## config.mk

```make
export PLATFORM = sky130hd
export DESIGN_NAME = ahb_led_ctrl
export DESIGN_NICKNAME = d
export VERILOG_FILES = /design/src/rtl/ahb_led_ctrl.sv
export SDC_FILE = /design/constraint.sdc
export NUM_CORES = 1
export LEC_CHECK = 0
export BUFFER_PORTS_ARGS = -buffer_cell sky130_fd_sc_hd__buf_2
export CELL_PAD_IN_SITES_DETAIL_PLACEMENT = 1
export CELL_PAD_IN_SITES_GLOBAL_PLACEMENT = 1
export CORE_AREA = 3 3 93 184
export CTS_CLUSTER_SIZE = 28
export DETAILED_ROUTE_END_ITERATION = 8
export DIE_AREA = 0 0 96 187
export HOLD_SLACK_MARGIN = 0.05
export PLACE_DENSITY_LB_ADDON = 0.1
export SLEW_MARGIN = 20
export SYNTH_ARGS = -nofsm -noshare
export SYNTH_HDL_FRONTEND = slang
export SYNTH_SLANG_ARGS = --single-unit
export TNS_END_PERCENT = 30
```

## constraint.sdc

```tcl
create_clock -name HCLK -period 6.6 [get_ports HCLK]
set_input_delay 0.99 -clock HCLK [delete_from_list [all_inputs] [get_ports HCLK]]
set_output_delay 0.99 -clock HCLK [all_outputs]
set_load 0.02 [all_outputs]
```

## src/rtl/ahb_led_ctrl.sv

```systemverilog
// ahb_led_ctrl: AHB-Lite zero-wait slave driving NUM_LEDS LED channels.
// Each channel runs in one of four modes: off, on, blink or PWM. One shared
// prescaler sets the pace for every channel.
// Optional feature macro: LED_PWM_EN. When it is defined, the block has a PWM
// counter and per-channel duty storage. When it is undefined, mode 3 drives
// the LED on and the duty bits read as 0.
//
// Bus handshake: an address phase is accepted on an edge where
// HSEL & HREADY & HTRANS[1]. Its data phase completes on the next edge that
// has HREADY high, and the write or read takes place in that data phase. This
// slave never stalls (HREADYOUT = 1) and never signals an error (HRESP = 0).
module ahb_led_ctrl #(
  parameter int NUM_LEDS = 3,
  parameter int PWM_W    = 8,
  parameter int PRESC_W  = 16
) (
  input  logic                HCLK,
  input  logic                HRESETn,
  input  logic                HSEL,
  input  logic [7:0]          HADDR,
  input  logic [1:0]          HTRANS,
  input  logic                HWRITE,
  input  logic                HREADY,
  input  logic [31:0]         HWDATA,
  output logic [31:0]         HRDATA,
  output logic                HREADYOUT,
  output logic                HRESP,
  output logic [NUM_LEDS-1:0] LED_out
);

  // Bus state for the data phase that is in progress.
  logic       dp_valid;
  logic       dp_write;
  logic [5:0] dp_word;

  // Programmable registers.
  logic               en;
  logic [PRESC_W-1:0] presc;
  logic [1:0]         mode [NUM_LEDS];
  logic [15:0]        half [NUM_LEDS];
`ifdef LED_PWM_EN
  logic [PWM_W-1:0]   duty [NUM_LEDS];
  logic [PWM_W-1:0]   pwm_cnt;
`endif

  // Counters.
  logic [PRESC_W-1:0] presc_cnt;
  logic [15:0]        blink_cnt [NUM_LEDS];
  logic               phase [NUM_LEDS];

  logic                wr_en;
  logic                wr_ctrl;
  logic                wr_presc;
  logic [NUM_LEDS-1:0] wr_ch;
  logic                presc_force;
  logic                tick;
  logic [NUM_LEDS-1:0] led_nxt;
  logic                unused_bus;

  assign HREADYOUT  = 1'b1;
  assign HRESP      = 1'b0;
  assign unused_bus = ^{HADDR[1:0], HTRANS[0], HWDATA};

  // Latch the accepted address phase so the next cycle can perform the access.
  always_ff @(posedge HCLK) begin
    if (!HRESETn) begin
      dp_valid <= 1'b0;
      dp_write <= 1'b0;
      dp_word  <= 6'd0;
    end else if (HREADY) begin
      dp_valid <= HSEL & HTRANS[1];
      dp_write <= HWRITE;
      dp_word  <= HADDR[7:2];
    end
  end

  // Decode the write strobes for the data phase that completes on this edge.
  always_comb begin
    wr_en    = dp_valid & dp_write & HREADY;
    wr_ctrl  = wr_en && (dp_word == 6'd0);
    wr_presc = wr_en && (dp_word == 6'd1);
    wr_ch    = '0;
    for (int i = 0; i < NUM_LEDS; i++)
      wr_ch[i] = wr_en && (dp_word == 6'(i + 4));
  end

  // Form the tick. Lowering PRESCALE below the running count restarts the
  // count and produces no tick on that edge.
  always_comb begin
    presc_force = wr_presc && (HWDATA[PRESC_W-1:0] < presc_cnt);
    tick        = en && (presc_cnt == presc) && !presc_force;
  end

  // Register file writes.
  always_ff @(posedge HCLK) begin
    if (!HRESETn) begin
      en    <= 1'b0;
      presc <= '0;
      for (int i = 0; i < NUM_LEDS; i++) begin
        mode[i] <= 2'd0;
        half[i] <= 16'd0;
`ifdef LED_PWM_EN
        duty[i] <= '0;
`endif
      end
    end else begin
      if (wr_ctrl)  en    <= HWDATA[0];
      if (wr_presc) presc <= HWDATA[PRESC_W-1:0];
      for (int i = 0; i < NUM_LEDS; i++) begin
        if (wr_ch[i]) begin
          mode[i] <= HWDATA[1:0];
          half[i] <= HWDATA[31:16];
`ifdef LED_PWM_EN
          duty[i] <= HWDATA[8 +: PWM_W];
`endif
        end
      end
    end
  end

  // The prescaler and PWM counter advance while the block is enabled and are
  // held at 0 while it is disabled.
  always_ff @(posedge HCLK) begin
    if (!HRESETn || !en) begin
      presc_cnt <= '0;
`ifdef LED_PWM_EN
      pwm_cnt   <= '0;
`endif
    end else begin
      if (presc_force || (presc_cnt == presc))
        presc_cnt <= '0;
      else
        presc_cnt <= presc_cnt + PRESC_W'(1);
`ifdef LED_PWM_EN
      if (tick) pwm_cnt <= pwm_cnt + PWM_W'(1);
`endif
    end
  end

  // Per-channel blink counters. A write to a channel restarts its blink
  // sequence in the off phase.
  always_ff @(posedge HCLK) begin
    for (int i = 0; i < NUM_LEDS; i++) begin
      if (!HRESETn || !en || wr_ch[i]) begin
        blink_cnt[i] <= 16'd0;
        phase[i]     <= 1'b0;
      end else if (tick) begin
        if (blink_cnt[i] == half[i]) begin
          blink_cnt[i] <= 16'd0;
          phase[i]     <= ~phase[i];
        end else begin
          blink_cnt[i] <= blink_cnt[i] + 16'd1;
        end
      end
    end
  end

  // Select each channel's LED level from its mode.
  always_comb begin
    led_nxt = '0;
    for (int i = 0; i < NUM_LEDS; i++) begin
      case (mode[i])
        2'd0:    led_nxt[i] = 1'b0;
        2'd1:    led_nxt[i] = 1'b1;
        2'd2:    led_nxt[i] = phase[i];
`ifdef LED_PWM_EN
        default: led_nxt[i] = (pwm_cnt < duty[i]);
`else
        default: led_nxt[i] = 1'b1;
`endif
      endcase
    end
  end

  // Registered LED drive. Every LED is dark while the block is disabled.
  always_ff @(posedge HCLK) begin
    if (!HRESETn || !en)
      LED_out <= '0;
    else
      LED_out <= led_nxt;
  end

  // Read mux. HRDATA is 0 outside a read data phase and for unmapped words.
  always_comb begin
    HRDATA = 32'd0;
    if (dp_valid && !dp_write) begin
      if (dp_word == 6'd0)
        HRDATA = {31'd0, en};
      else if (dp_word == 6'd1)
        HRDATA = 32'(presc);
      for (int i = 0; i < NUM_LEDS; i++) begin
        if (dp_word == 6'(i + 4)) begin
          HRDATA = {half[i], 14'd0, mode[i]};
`ifdef LED_PWM_EN
          HRDATA[8 +: PWM_W] = duty[i];
`endif
        end
      end
    end
  end

endmodule
```

-- Word-level counts from Yosys, hierarchy flattened
Memory sizes are Yosys's and may differ from the RTL's.
Index checks and enable logic that the tools add are counted.
- flip-flop bits (word level): 44
- RAM bits: 105
- output and inout port bits: 37
- logic and storage cells: 135
- memories: 4
- add/sub/neg operators: 4
- magnitude comparators: 1
- equal/unequal tests: 11
- multiplexer cells: 64
- bitwise operators: 21
- reduce and logical (&&, ||, !) cells: 23
- memory list (name ; depth ; width ; read ports ; clocked after memory_dff ; wr ports ; line ; source):
    blink_cnt ; 3 ; 16 ; 3 ; 0 ; 3 ; 48 ; logic [15:0] blink_cnt [NUM_LEDS];
    half ; 3 ; 16 ; 3 ; 0 ; 3 ; 40 ; logic [15:0] half [NUM_LEDS];
    mode ; 3 ; 2 ; 3 ; 0 ; 3 ; 39 ; logic [1:0] mode [NUM_LEDS];
    phase ; 3 ; 1 ; 3 ; 0 ; 3 ; 49 ; logic phase [NUM_LEDS];
- operator list (operator ; count):
    16-bit two-way mux ; 11
    32-bit two-way mux ; 4
    16-bit by 1-bit adder with 16-bit output (second input constant) ; 4
    16-bit == test ; 4
    1-bit two-way mux ; 43
    6-bit by 3-bit == test with 1-bit output (second input constant) ; 3
    16-bit less-than comparator ; 1
    1-bit bitwise OR ; 15
    1-bit logical AND ; 9
    2-bit == test (second input constant) ; 3
    6-bit by 1-bit == test with 1-bit output (second input constant) ; 1
    2-bit zero test ; 3
    6-bit zero test ; 1
    2-bit two-way mux ; 3
    1-bit one-hot mux with 2 select lines ; 3
    1-bit logical OR ; 5
    1-bit zero test ; 4
    1-bit bitwise AND ; 3
    1-bit inverter ; 3
    2-bit OR reduction ; 1

-- Depth between registers and ports, before layout
Gate-level depths: netlist of run 1.
- depth after elaboration: 11
- depth in mapped cells: 9
- depth with buffers taken out: 7

-- Worst setup path after synthesis of run 1
Ideal clock, no wire load.
- kind: input to register
- start point: in HWDATA[7]
- end point: mem blink_cnt[0][0] (enable)
- data arrival time: 2.813 ns
- data required time: 6.237 ns
- setup slack: 3.424 ns
- cell stages on the path: 7
- buffers on the path: 1
- cells stage by stage: ha_1 > a21oi_1 > o21ai_0 > a221o_1 > o31ai_4 > buf_2 > nand2_1
- RTL lines (element ; line ; source):
    from (decl) ; 24 ; input logic [31:0] HWDATA,
    to (decl) ; 48 ;

==> impl_metrics.py, run 1 <==
metrics = {
    "synth": {
        "syn_area_per_cell_um2": 10.45,
        "netlist_area_um2": 7893,
        "ys_seq_area_share_pct": 51.11,
        "ys_types": 52,
        "ys_warn_count": 0,
        "netlist_instances": 755,
        "synth_flop_cell": "edfxtp_1",
        "syn_nets": 821,
        "synth-edff-count": 105,
        "synth-seq-cells": 149,
        "async_flop_share_pct": 0,
    },
    "clock_network": {
        "clk_pin_slew_ns": 0.06,
        "ctsHoldBuffers": 0,
        "cts_tree": "built",
        "clock_sinks": 149,
        "post-cts-setup-buffers": 0,
        "clk_path_buf_depth": 2,
        "worst_skew_pair.late_latency_ns": 0.43,
        "cts_resized": 0,
        "cts_root_buf": "clkbuf_16",
        "cts_buffers": 17,
        "htree_levels": 4,
    },
    "setup_path": {
        "critPathArrivalTime_ns": 3.72,
        "cp.required_ns": 6.57,
        "cp-end-kind": "flop",
        "crit_type": "primary input to flop",
        "cp_max_fo": 18,
        "rr_startpoint": "dp_word[2]$_SDFFE_PN0P_",
        "timing.rr.end": "blink_cnt[1][5]$_SDFFCE_PN0P_",
        "rr_worst_depth": 6,
        "startpoint_type": "primary input",
        "r2r_slack_ns": 2.98,
    },
    "worst_hold_path": {
        "min_path_cells": 2,
        "hp-class": "flop to flop",
        "min_from": "presc[4]$_SDFFE_PN0P_",
        "min_to": "presc[4]$_SDFFE_PN0P_",
    },
    "grt": {
        "grt_max_degree": 40,
        "grt_overflow": 0,
        "grt_pass1_vias": 6573,
        "grt_pass1_wl_mm": 35.46,
        "track_usage_pct": 26.22,
        "grt_antenna_before_repair": 0,
    },
    "flow_run": {
        "max_cap_viol_count": 0,
    },
    "power": {
        "clock_power_share_pct": 46.7,
        "power_frac_seq_pct": 49.0,
        "cell_internal_pwr_mw": 1.602,
        "p_comb_share_pct": 4.3,
        "power_leakage_nw": 3.337,
        "p_sw_uw": 484.2,
        "p_sw_share_pct": 23.21,
        "powerDensity_nw_per_um2": 231.2,
        "vdd_drop_max_mv": 0.1786,
    },
    "placed_design": {
        "port_buffers": 78,
        "place_hpwl_mm": 17.04,
        "routabilityCongestion": 0.8814,
        "place_inst": 1002,
    },
    "route": {
        "vias": 5931,
        "viasPerCell": 5.736,
        "wl_mm": 22.38,
        "wire_per_inst_um": 21.64,
        "drt_iter0_drc": 275,
        "drtPass1Iterations": 4,
        "postRouteAntennaNets": 0,
        "post-route-drc-count": 0,
    },
    "layout": {
        "drive_gt1_share_pct": 15.49,
        "layout.nets": 886,
        "diodes": 0,
        "nFillCells": 1779,
        "syn_to_final_growth_pct": 14.28,
        "final_cells": 1034,
    },
    "timing": {
        "layout_worst_path_cycle_share_pct": 56.75,
        "worst_slew_pin_slew_ns": 0.8768,
        "hold_violations": 0,
        "final.setup.tns_ns": 0,
        "skew_ns": 0.01887,
        "setup_viol": 0,
        "report.final.slew_viol_count": 0,
        "relSlewSlack_pct": 41.41,
        "clock.fmax_mhz": 267.0,
        "whs_ns": 0.4955,
        "rsz0062_at_grt": "false",
        "period_minus_slack_ns": 3.746,
    },
    "outcome": {
        "outcome": "completed",
    },
    "die": {
        "die_y_um": 187,
        "rows": 65,
        "boundaryPins": 84,
        "die_width_um": 96,
        "start_util_pct": 49.77,
        "coreArea_um2": 15860,
        "dieArea_um2": 17950,
    },
}
-- layer usage --
layer	track usage [%]	wire length [µm]	share of wire (%)
met5	0	0	0
met4	15.41	1313	5.9
met3	4.066	658	2.9
met2	49.29	12830	57
met1	25.41	7578	34
-- cells in the final DEF (no fill, tap or decap), types with 2 or more instances in the layout --
master     instances
a21o_1             2
a21boi_1           2
a21oi_1           26
conb_1             2
buf_4              6
or2_2              3
xor2_1            63
buf_2             78
inv_1             18
nor3_1            61
nor4_1            23
nor3_4             2
a22oi_1            3
and2_1            32
inv_6              2
nand4_1           21
a21boi_0          15
ha_1              19
edfxtp_1         105
xnor2_1           57
clkinv_4           7
nor2b_1            8
and3_1             7
nand3_1           31
dfxtp_1           44
nand2b_1           4
nand2_1           62
o21ai_0            3
nor2_1            54
nor4_2             2
clkbuf_16         18
mux2i_1           24
and4_1             2
nor3b_1            3
-- cells by family (layout without fill, tap and decap cells) --
logic type | after synthesis | in the layout | synth area share, %
compound gates | 62 | 62 | 5.374
xor+xnor | 120 | 120 | 13.32
fa+ha+maj | 19 | 19 | 3.012
buf+inv | 56 | 134 | 3.012
flops | 149 | 149 | 51.11
mux | 25 | 25 | 3.186
other cells | 2 | 2 | 0.09515
simple gates | 322 | 322 | 20.89
-- state kept, by name, summed over array words and instances, names as in the netlist --
| name | flops |
|---|---|
| blink_cnt | 48 |
| mode | 6 |
| presc | 16 |
| phase | 3 |
| en | 1 |
| half | 48 |
| LED_out | 3 |
| dp_valid | 1 |
| presc_cnt | 16 |
| dp_write | 1 |
| dp_word | 6 |
-- area by class of cell --
type / instances / area (µm²) / share of cell area [%]
sequential: 149 / 4034 / 44.72
multi-input combinational: 550 / 3642 / 40.38
clock buffer: 20 / 467.9 / 5.188
timing repair buffer: 84 / 435.4 / 4.827
tap: 201 / 251.5 / 2.788
clock inverter: 12 / 121.4 / 1.346
inverter: 18 / 67.56 / 0.7491
-- power groups by stage --
| stage | registers, mW | clock network (mW) | logic (mW) |
|---|---|---|---|
| 2_1_floorplan | 1.04 | 0 | 0.0574 |
| 3_3_place_gp | 1.04 | 0 | 0.0865 |
| 3_5_place_dp | 1.04 | 0 | 0.0901 |
| 4_1_cts | 1.02 | 0.984 | 0.0909 |
| 5_1_grt | 1.02 | 1.02 | 0.100 |
| 6_report | 1.02 | 0.974 | 0.0901 |
-- cells in the mapped netlist, drive strengths merged, types with 7 or more instances --
library cell | instances | area, µm²
and3 | 7 | 43.79
inv | 18 | 67.56
nand4 | 21 | 131.4
nand2 | 62 | 232.7
nor2b | 9 | 56.30
xnor2 | 57 | 499.2
a21boi | 17 | 127.6
ha | 19 | 237.7
nor4 | 25 | 168.9
nor2 | 55 | 206.5
dfxtp | 44 | 880.8
nor3 | 63 | 331.6
buf | 13 | 76.32
clkbuf | 25 | 93.84
and2 | 32 | 200.2
mux2i | 24 | 240.2
edfxtp | 105 | 3153
xor2 | 63 | 551.8
a21oi | 26 | 130.1
nand3 | 31 | 155.2
-- worst max-delay path by stage --
stage	startpoint	slack [ns]	to	cells past startpoint
floorplan	HWDATA[7]	3.42	blink_cnt[0][0]$_SDFFCE_PN0P_	7
global placement	HWDATA[5]	2.46	blink_cnt[1][12]$_SDFFCE_PN0P_	7
detailed placement	HWDATA[5]	2.41	blink_cnt[1][12]$_SDFFCE_PN0P_	7
CTS	HWDATA[5]	2.83	blink_cnt[1][12]$_SDFFCE_PN0P_	7
global route	HWDATA[5]	2.64	blink_cnt[1][12]$_SDFFCE_PN0P_	7
finish	HWDATA[5]	2.85	blink_cnt[1][5]$_SDFFCE_PN0P_	7
-- worst max-delay path, cell delays in order --
cell	delay [ns]
buf_2	0.11
ha_1	0.30
a21oi_1	0.24
o21ai_0	0.11
a221o_1	0.45
o31ai_4	0.81
nand2b_1	0.70
-- stage by stage --
stage	util (%)	cell area, µm²	power (mW)	setup slack, ns
after global placement	53.09	8419	1.128	2.460
after CTS	56.80	9009	2.097	2.828
after global routing	56.88	9020	2.146	2.639
after floorplan	-	7893	1.093	3.424
after detailed placement	53.09	8419	1.132	2.414
final	56.88	9020	2.086	2.854
Power figures use the tool's default switching activity.
==> run 2, diff against run 1 <==
Settings changed: ABC_AREA set to 1, CORE_AREA 3 3 93 184 to 3 3 105 208, DIE_AREA 0 0 96 187 to 0 0 108 211.
Clock period 6.6 ns to 3.16 ns, I/O delays scaled along.
==> run 2 against run 1 <==
Register-to-register slack worse by 2.2 ns. Die area is 27% higher. Non-clock buffer count is 9 higher. Combinational power is 140% higher. Critical path type is now flop to output port. Highest routed layer unchanged.
==> impl_metrics.py, run 2 <==
metrics = {
    "outcome": {
        "outcome": "completed",
    },
    "grt": {
        "grt_pass1_wl_mm": 38.58,
        "grt_overflow": 0,
        "grt_antenna_before_repair": 0,
        "grt_pass1_vias": 7218,
        "track_usage_pct": 22.81,
        "grt_max_degree": 24,
    },
    "timing": {
        "whs_ns": 0.2679,
        "rsz0062_at_grt": "false",
        "hold_violations": 0,
        "final.setup.tns_ns": 0,
        "report.final.slew_viol_count": 0,
        "relSlewSlack_pct": 43.93,
        "skew_ns": 0.006464,
        "period_minus_slack_ns": 2.776,
        "worst_slew_pin_slew_ns": 0.8401,
        "layout_worst_path_cycle_share_pct": 87.84,
        "clock.fmax_mhz": 360.2,
        "setup_viol": 0,
    },
    "synth": {
        "synth_common_cells": "nand2_1, nor2_1, inv_1",
        "synth-edff-count": 105,
        "yosys.area_share.simple_pct": 26.00,
        "synth.top_cell.area_share_pct": 37.85,
        "synth_compound_area_share_pct": 4.251,
        "synth_xor_xnor_area_share_pct": 11.14,
        "netlist_area_um2": 8330,
        "synthTopCellsByArea": "edfxtp_1, dfxtp_1, nand2_1",
        "syn_area_per_cell_um2": 8.624,
        "ys_seq_area_share_pct": 48.42,
        "ys_types": 39,
        "netlist_instances": 966,
        "ys_warn_count": 0,
        "synth_top_family_by_area": "simple AND/OR/NAND/NOR gates",
        "synth-seq-cells": 149,
        "synth_flop_cell": "edfxtp_1",
        "async_flop_share_pct": 0,
        "syn_nets": 1032,
        "synth.mux.area_fraction_pct": 0,
        "yosysMostFrequentCell": "nand2_1",
        "synthAdderAreaFrac_pct": 2.854,
        "synth_largest_area_cell": "edfxtp_1",
    },
    "layout": {
        "final_cell_mix": "nand2_1, nor2_1, inv_1",
        "final_common_cell": "nand2_1",
        "drive_gt1_share_pct": 16.48,
        "syn_to_final_growth_pct": 15.46,
        "diodes": 0,
        "final_cells": 1334,
        "reg_top3": "blink_cnt (48), half (48)",
        "layout.nets": 1121,
    },
    "power": {
        "power_leakage_nw": 3.932,
        "total_power_mw": 4.381,
        "vdd_drop_max_mv": 0.3756,
        "p_sw_mw": 1.027,
        "powerDensity_nw_per_um2": 455.5,
        "power_frac_seq_pct": 49.0,
        "p_comb_share_pct": 4.9,
        "p_sw_share_pct": 23.43,
        "clock_power_share_pct": 46.1,
        "cell_internal_pwr_mw": 3.354,
    },
    "clock_network": {
        "clock_sinks": 149,
        "cts_resized": 0,
        "ctsHoldBuffers": 0,
        "htree_levels": 4,
        "clk_path_buf_depth": 2,
        "post-cts-setup-buffers": 0,
        "cts_buffers": 17,
        "cts_tree": "built",
        "clk_pin_slew_ns": 0.06,
        "worst_skew_pair.late_latency_ns": 0.43,
        "cts_root_buf": "clkbuf_16",
    },
    "placed_design": {
        "port_buffers": 78,
        "place_hpwl_mm": 19.11,
        "routabilityCongestion": 0.8619,
        "place_inst": 1302,
    },
    "setup_path": {
        "crit_chain": "inv_1 > nor3_1 > nand2_1 > clkinv_1 > buf_4 > nand2_1 > a31o_2 > inv_1 > buf_2",
        "startpoint_type": "flop",
        "crit_buf_inv": 5,
        "cp_top_family": "buffers and inverters",
        "crit_type": "flop to output port",
        "max_stage_delay_ns": 0.43,
        "crit_slowest_cell": "dfxtp_1",
        "critPathArrivalTime_ns": 2.30,
        "cp.required_ns": 2.69,
        "cp_max_fo": 8,
        "cp-end-kind": "output port",
    },
    "route": {
        "wl_met1_mm": 8.482,
        "dr_wl_met3_um": 656,
        "drt_iter0_drc": 189,
        "wire_per_inst_um": 18.40,
        "postRouteAntennaNets": 0,
        "drtPass1Iterations": 4,
        "highest-signal-layer": "met4",
        "viasPerCell": 5.003,
        "wl_mm": 24.55,
        "dr_wl_met2_mm": 14.29,
        "vias": 6674,
        "post-route-drc-count": 0,
    },
    "die": {
        "coreArea_um2": 20460,
        "start_util_pct": 40.71,
        "die_width_um": 108,
        "boundaryPins": 84,
        "dieArea_um2": 22790,
        "rows": 74,
        "die_y_um": 211,
    },
    "worst_hold_path": {
        "hp-class": "primary input to flop",
    },
    "flow_run": {
        "max_cap_viol_count": 0,
    },
}
run 2: cell count changes after synthesis, sizes merged, moves of 27 or more:
cell   change
o21ai     +27
nor2     +119
and2      -30
nor3      -44
nand2    +134
inv      +107
run 2: per-stage QoR:
step	setup slack (ns)	instance area, µm²	util [%]
5_1_grt	0.1776	9618	47.00
6_report	0.3841	9618	47.00
3_5_place_dp	0.5884	9036	44.16
4_1_cts	0.3236	9618	47.00
3_3_place_gp	0.6317	9036	44.16
2_1_floorplan	0.9403	8330	-
run 2: kinds of logic (layout without fill, tap and decap cells):
group | after synthesis | in the layout
fa+ha+maj | 19 | 19
simple gates | 475 | 475
buf+inv | 149 | 251
xor+xnor | 106 | 106
flops | 149 | 149
other cells | 2 | 2
compound gates | 66 | 66
run 2: layout make-up:
| class | instances | area (µm²) |
|---|---|---|
| Timing Repair Buffer | 93 | 503.0 |
| Multi-Input combinational cell | 668 | 3694 |
| Clock inverter | 15 | 156.4 |
| Sequential cell | 149 | 4034 |
| Inverter | 126 | 473.0 |
| Fill cell | 2502 | 10840 |
| Clock buffer | 17 | 425.4 |
| Tap cell | 266 | 332.8 |
run 2: per-layer routing:
layer,vias up,global-route usage [%]
li1,3263,-
met1,3258,21.44
met2,109,45.29
met3,44,4.252
met4,0,11.16
met5,-,0
run 2: tightest hold or removal path, stage by stage:
cell and delay [ns]:
buf_2 0.08, nor2_1 0.04, nor2_1 0.08
run 2: final timing paths:
kind                                  from                       endpoint  slack [ns]  cells past startpoint
setup / recovery   dp_word[1]$_SDFFE_PN0P_                     HRDATA[16]        0.38                      9
hold / removal                    HADDR[6]        dp_word[4]$_SDFFE_PN0P_        0.27                      3
setup reg to reg  presc_cnt[10]$_SDFF_PP0_  blink_cnt[1][3]$_SDFFCE_PN0P_        0.74                     11
hold reg to reg    dp_word[2]$_SDFFE_PN0P_        dp_word[2]$_SDFFE_PN0P_        0.48                      2
run 2: power by group through the flow:
stage	clock network [mW]	logic, mW	registers (mW)
2_1_floorplan	0	0.132	2.17
3_3_place_gp	0	0.213	2.19
3_5_place_dp	0	0.217	2.19
4_1_cts	2.07	0.220	2.15
5_1_grt	2.14	0.244	2.15
6_report	2.02	0.217	2.14
==> run 3, diff against run 2 <==
Settings changed: PLACE_DENSITY_LB_ADDON 0.1 to 0.2.
==> run 3 against run 2 <==
Wire length up 0.29%. Die area unchanged. Clock skew up 0.0050 ns. Non-clock buffer count down 1. Largest power group unchanged.
==> impl_metrics.py, run 3 (same netlist as run 2, synthesis figures left out) <==
metrics = {
    "setup_path": {
        "critPathArrivalTime_ns": 2.49,
        "crit_type": "flop to output port",
        "rr_worst_depth": 7,
        "startpoint_type": "flop",
        "cp-end-kind": "output port",
        "rr_startpoint": "dp_word[5]$_SDFFE_PN0P_",
        "cp.required_ns": 2.69,
        "r2r_slack_ns": 0.59,
        "timing.rr.end": "half[0][43]$_DFFE_PP_",
        "cp_max_fo": 11,
    },
    "placed_design": {
        "place_hpwl_mm": 19.28,
        "port_buffers": 78,
        "routabilityCongestion": 0.8434,
    },
    "clock_network": {
        "htree_levels": 4,
        "cts_buffers": 17,
        "clk_pin_slew_ns": 0.06,
        "ctsHoldBuffers": 0,
        "clock_sinks": 149,
        "cts_root_buf": "clkbuf_16",
        "cts_resized": 0,
        "post-cts-setup-buffers": 0,
        "cts_tree": "built",
        "worst_skew_pair.late_latency_ns": 0.43,
        "clk_path_buf_depth": 2,
    },
    "outcome": {
        "outcome": "completed",
    },
    "timing": {
        "final.setup.tns_ns": 0,
        "skew_ns": 0.01147,
        "hold_violations": 0,
        "worst_slew_pin_slew_ns": 0.9233,
        "rsz0062_at_grt": "false",
        "period_minus_slack_ns": 2.961,
        "relSlewSlack_pct": 38.38,
        "layout_worst_path_cycle_share_pct": 93.71,
        "whs_ns": 0.2758,
        "report.final.slew_viol_count": 0,
        "clock.fmax_mhz": 337.7,
        "setup_viol": 0,
    },
    "grt": {
        "track_usage_pct": 22.55,
        "grt_overflow": 0,
        "grt_pass1_wl_mm": 38.30,
        "grt_antenna_before_repair": 0,
        "grt_max_degree": 24,
        "grt_pass1_vias": 7318,
    },
    "power": {
        "cell_internal_pwr_mw": 3.361,
        "power_leakage_nw": 3.921,
        "clock_power_share_pct": 46.6,
        "powerDensity_nw_per_um2": 460.1,
        "vdd_drop_max_mv": 0.3388,
        "p_sw_share_pct": 23.99,
        "p_sw_mw": 1.061,
        "p_comb_share_pct": 5.0,
        "power_frac_seq_pct": 48.4,
    },
    "layout": {
        "diodes": 0,
        "drive_gt1_share_pct": 16.40,
        "syn_to_final_growth_pct": 15.37,
        "layout.nets": 1120,
        "reg_top3": "blink_cnt (48), half (48)",
        "final_common_cell": "nand2_1",
        "final_cell_mix": "nand2_1, nor2_1, inv_1",
    },
    "die": {
        "rows": 74,
        "boundaryPins": 84,
        "dieArea_um2": 22790,
        "start_util_pct": 40.71,
        "die_y_um": 211,
        "coreArea_um2": 20460,
        "die_width_um": 108,
    },
    "route": {
        "wl_mm": 24.62,
        "drtPass1Iterations": 4,
        "post-route-drc-count": 0,
        "postRouteAntennaNets": 0,
        "dr_wl_met2_mm": 14.62,
        "dr_wl_met3_um": 522,
        "wl_met1_mm": 8.390,
        "drt_iter0_drc": 218,
        "viasPerCell": 5.024,
        "vias": 6697,
        "wire_per_inst_um": 18.47,
        "highest-signal-layer": "met4",
    },
    "worst_hold_path": {
        "min_path_cells": 3,
        "min_to": "dp_write$_SDFFE_PN0P_",
        "min_from": "HWRITE",
        "hp-class": "primary input to flop",
    },
    "flow_run": {
        "max_cap_viol_count": 0,
    },
}
==> run 3: how the worst max path moves through the flow <==
stage / cells past startpoint / slack [ns] / to / from
6_report: 9 / 0.20 / HRDATA[30] / dp_word[5]$_SDFFE_PN0P_
3_3_place_gp: 11 / 0.70 / blink_cnt[0][8]$_SDFFCE_PN0P_ / HWDATA[15]
2_1_floorplan: 11 / 0.94 / blink_cnt[0][0]$_SDFFCE_PN0P_ / HWDATA[9]
5_1_grt: 8 / 0.10 / HRDATA[17] / dp_word[5]$_SDFFE_PN0P_
3_5_place_dp: 7 / 0.64 / half[0][11]$_DFFE_PP_ / dp_word[5]$_SDFFE_PN0P_
4_1_cts: 9 / 0.18 / HRDATA[30] / dp_word[5]$_SDFFE_PN0P_
==> run 3: layout make-up <==
cell class,count,area (µm²)
Clock buffer,18,429.2
Fill cell,2502,10850
Clock inverter,14,152.6
Timing Repair Buffer,92,495.5
Multi-Input combinational cell,668,3694
Tap cell,266,332.8
Inverter,126,473.0
Sequential cell,149,4034
==> run 3: power groups by stage <==
stage               sequential (mW)  clock (mW)  combinational, mW
finish                         2.14        2.06              0.221
global route                   2.14        2.16              0.247
CTS                            2.14        2.09              0.224
detailed placement             2.18           0              0.222
global placement               2.18           0              0.216
floorplan                      2.17           0              0.132
==> run 3: per-layer routing <==
| layer | GRT usage [%] | up-vias |
|---|---|---|
| met5 | 0 | - |
| met4 | 11.25 | 0 |
| met3 | 3.151 | 46 |
| met2 | 45.40 | 113 |
| met1 | 21.19 | 3286 |
| li1 | - | 3252 |
==> run 3: worst max-delay path, cell delays in order, from the launching register on <==
cell and delay (ns):
dfxtp_1 0.30, nor2_1 0.43, nand3_1 0.26, inv_2 0.32, buf_4 0.26, nand2_1 0.07, nand2_1 0.07, o21ai_0 0.11
inv_1 0.07, buf_2 0.16
==> run 3: stage by stage <==
| step | utilization, % | std cells | instance area [µm²] | total power [mW] | setup slack (ns) |
|---|---|---|---|---|---|
| 5_1_grt | 46.97 | 1333 | 9610 | 4.548 | 0.1029 |
| 4_1_cts | 46.97 | 1333 | 9610 | 4.452 | 0.1786 |
| 6_report | 46.97 | 1333 | 9610 | 4.421 | 0.1988 |
| 2_1_floorplan | - | 966 | 8330 | 2.302 | 0.9403 |
| 3_3_place_gp | 44.12 | 1301 | 9029 | 2.399 | 0.6985 |
| 3_5_place_dp | 44.12 | 1301 | 9029 | 2.406 | 0.6361 |
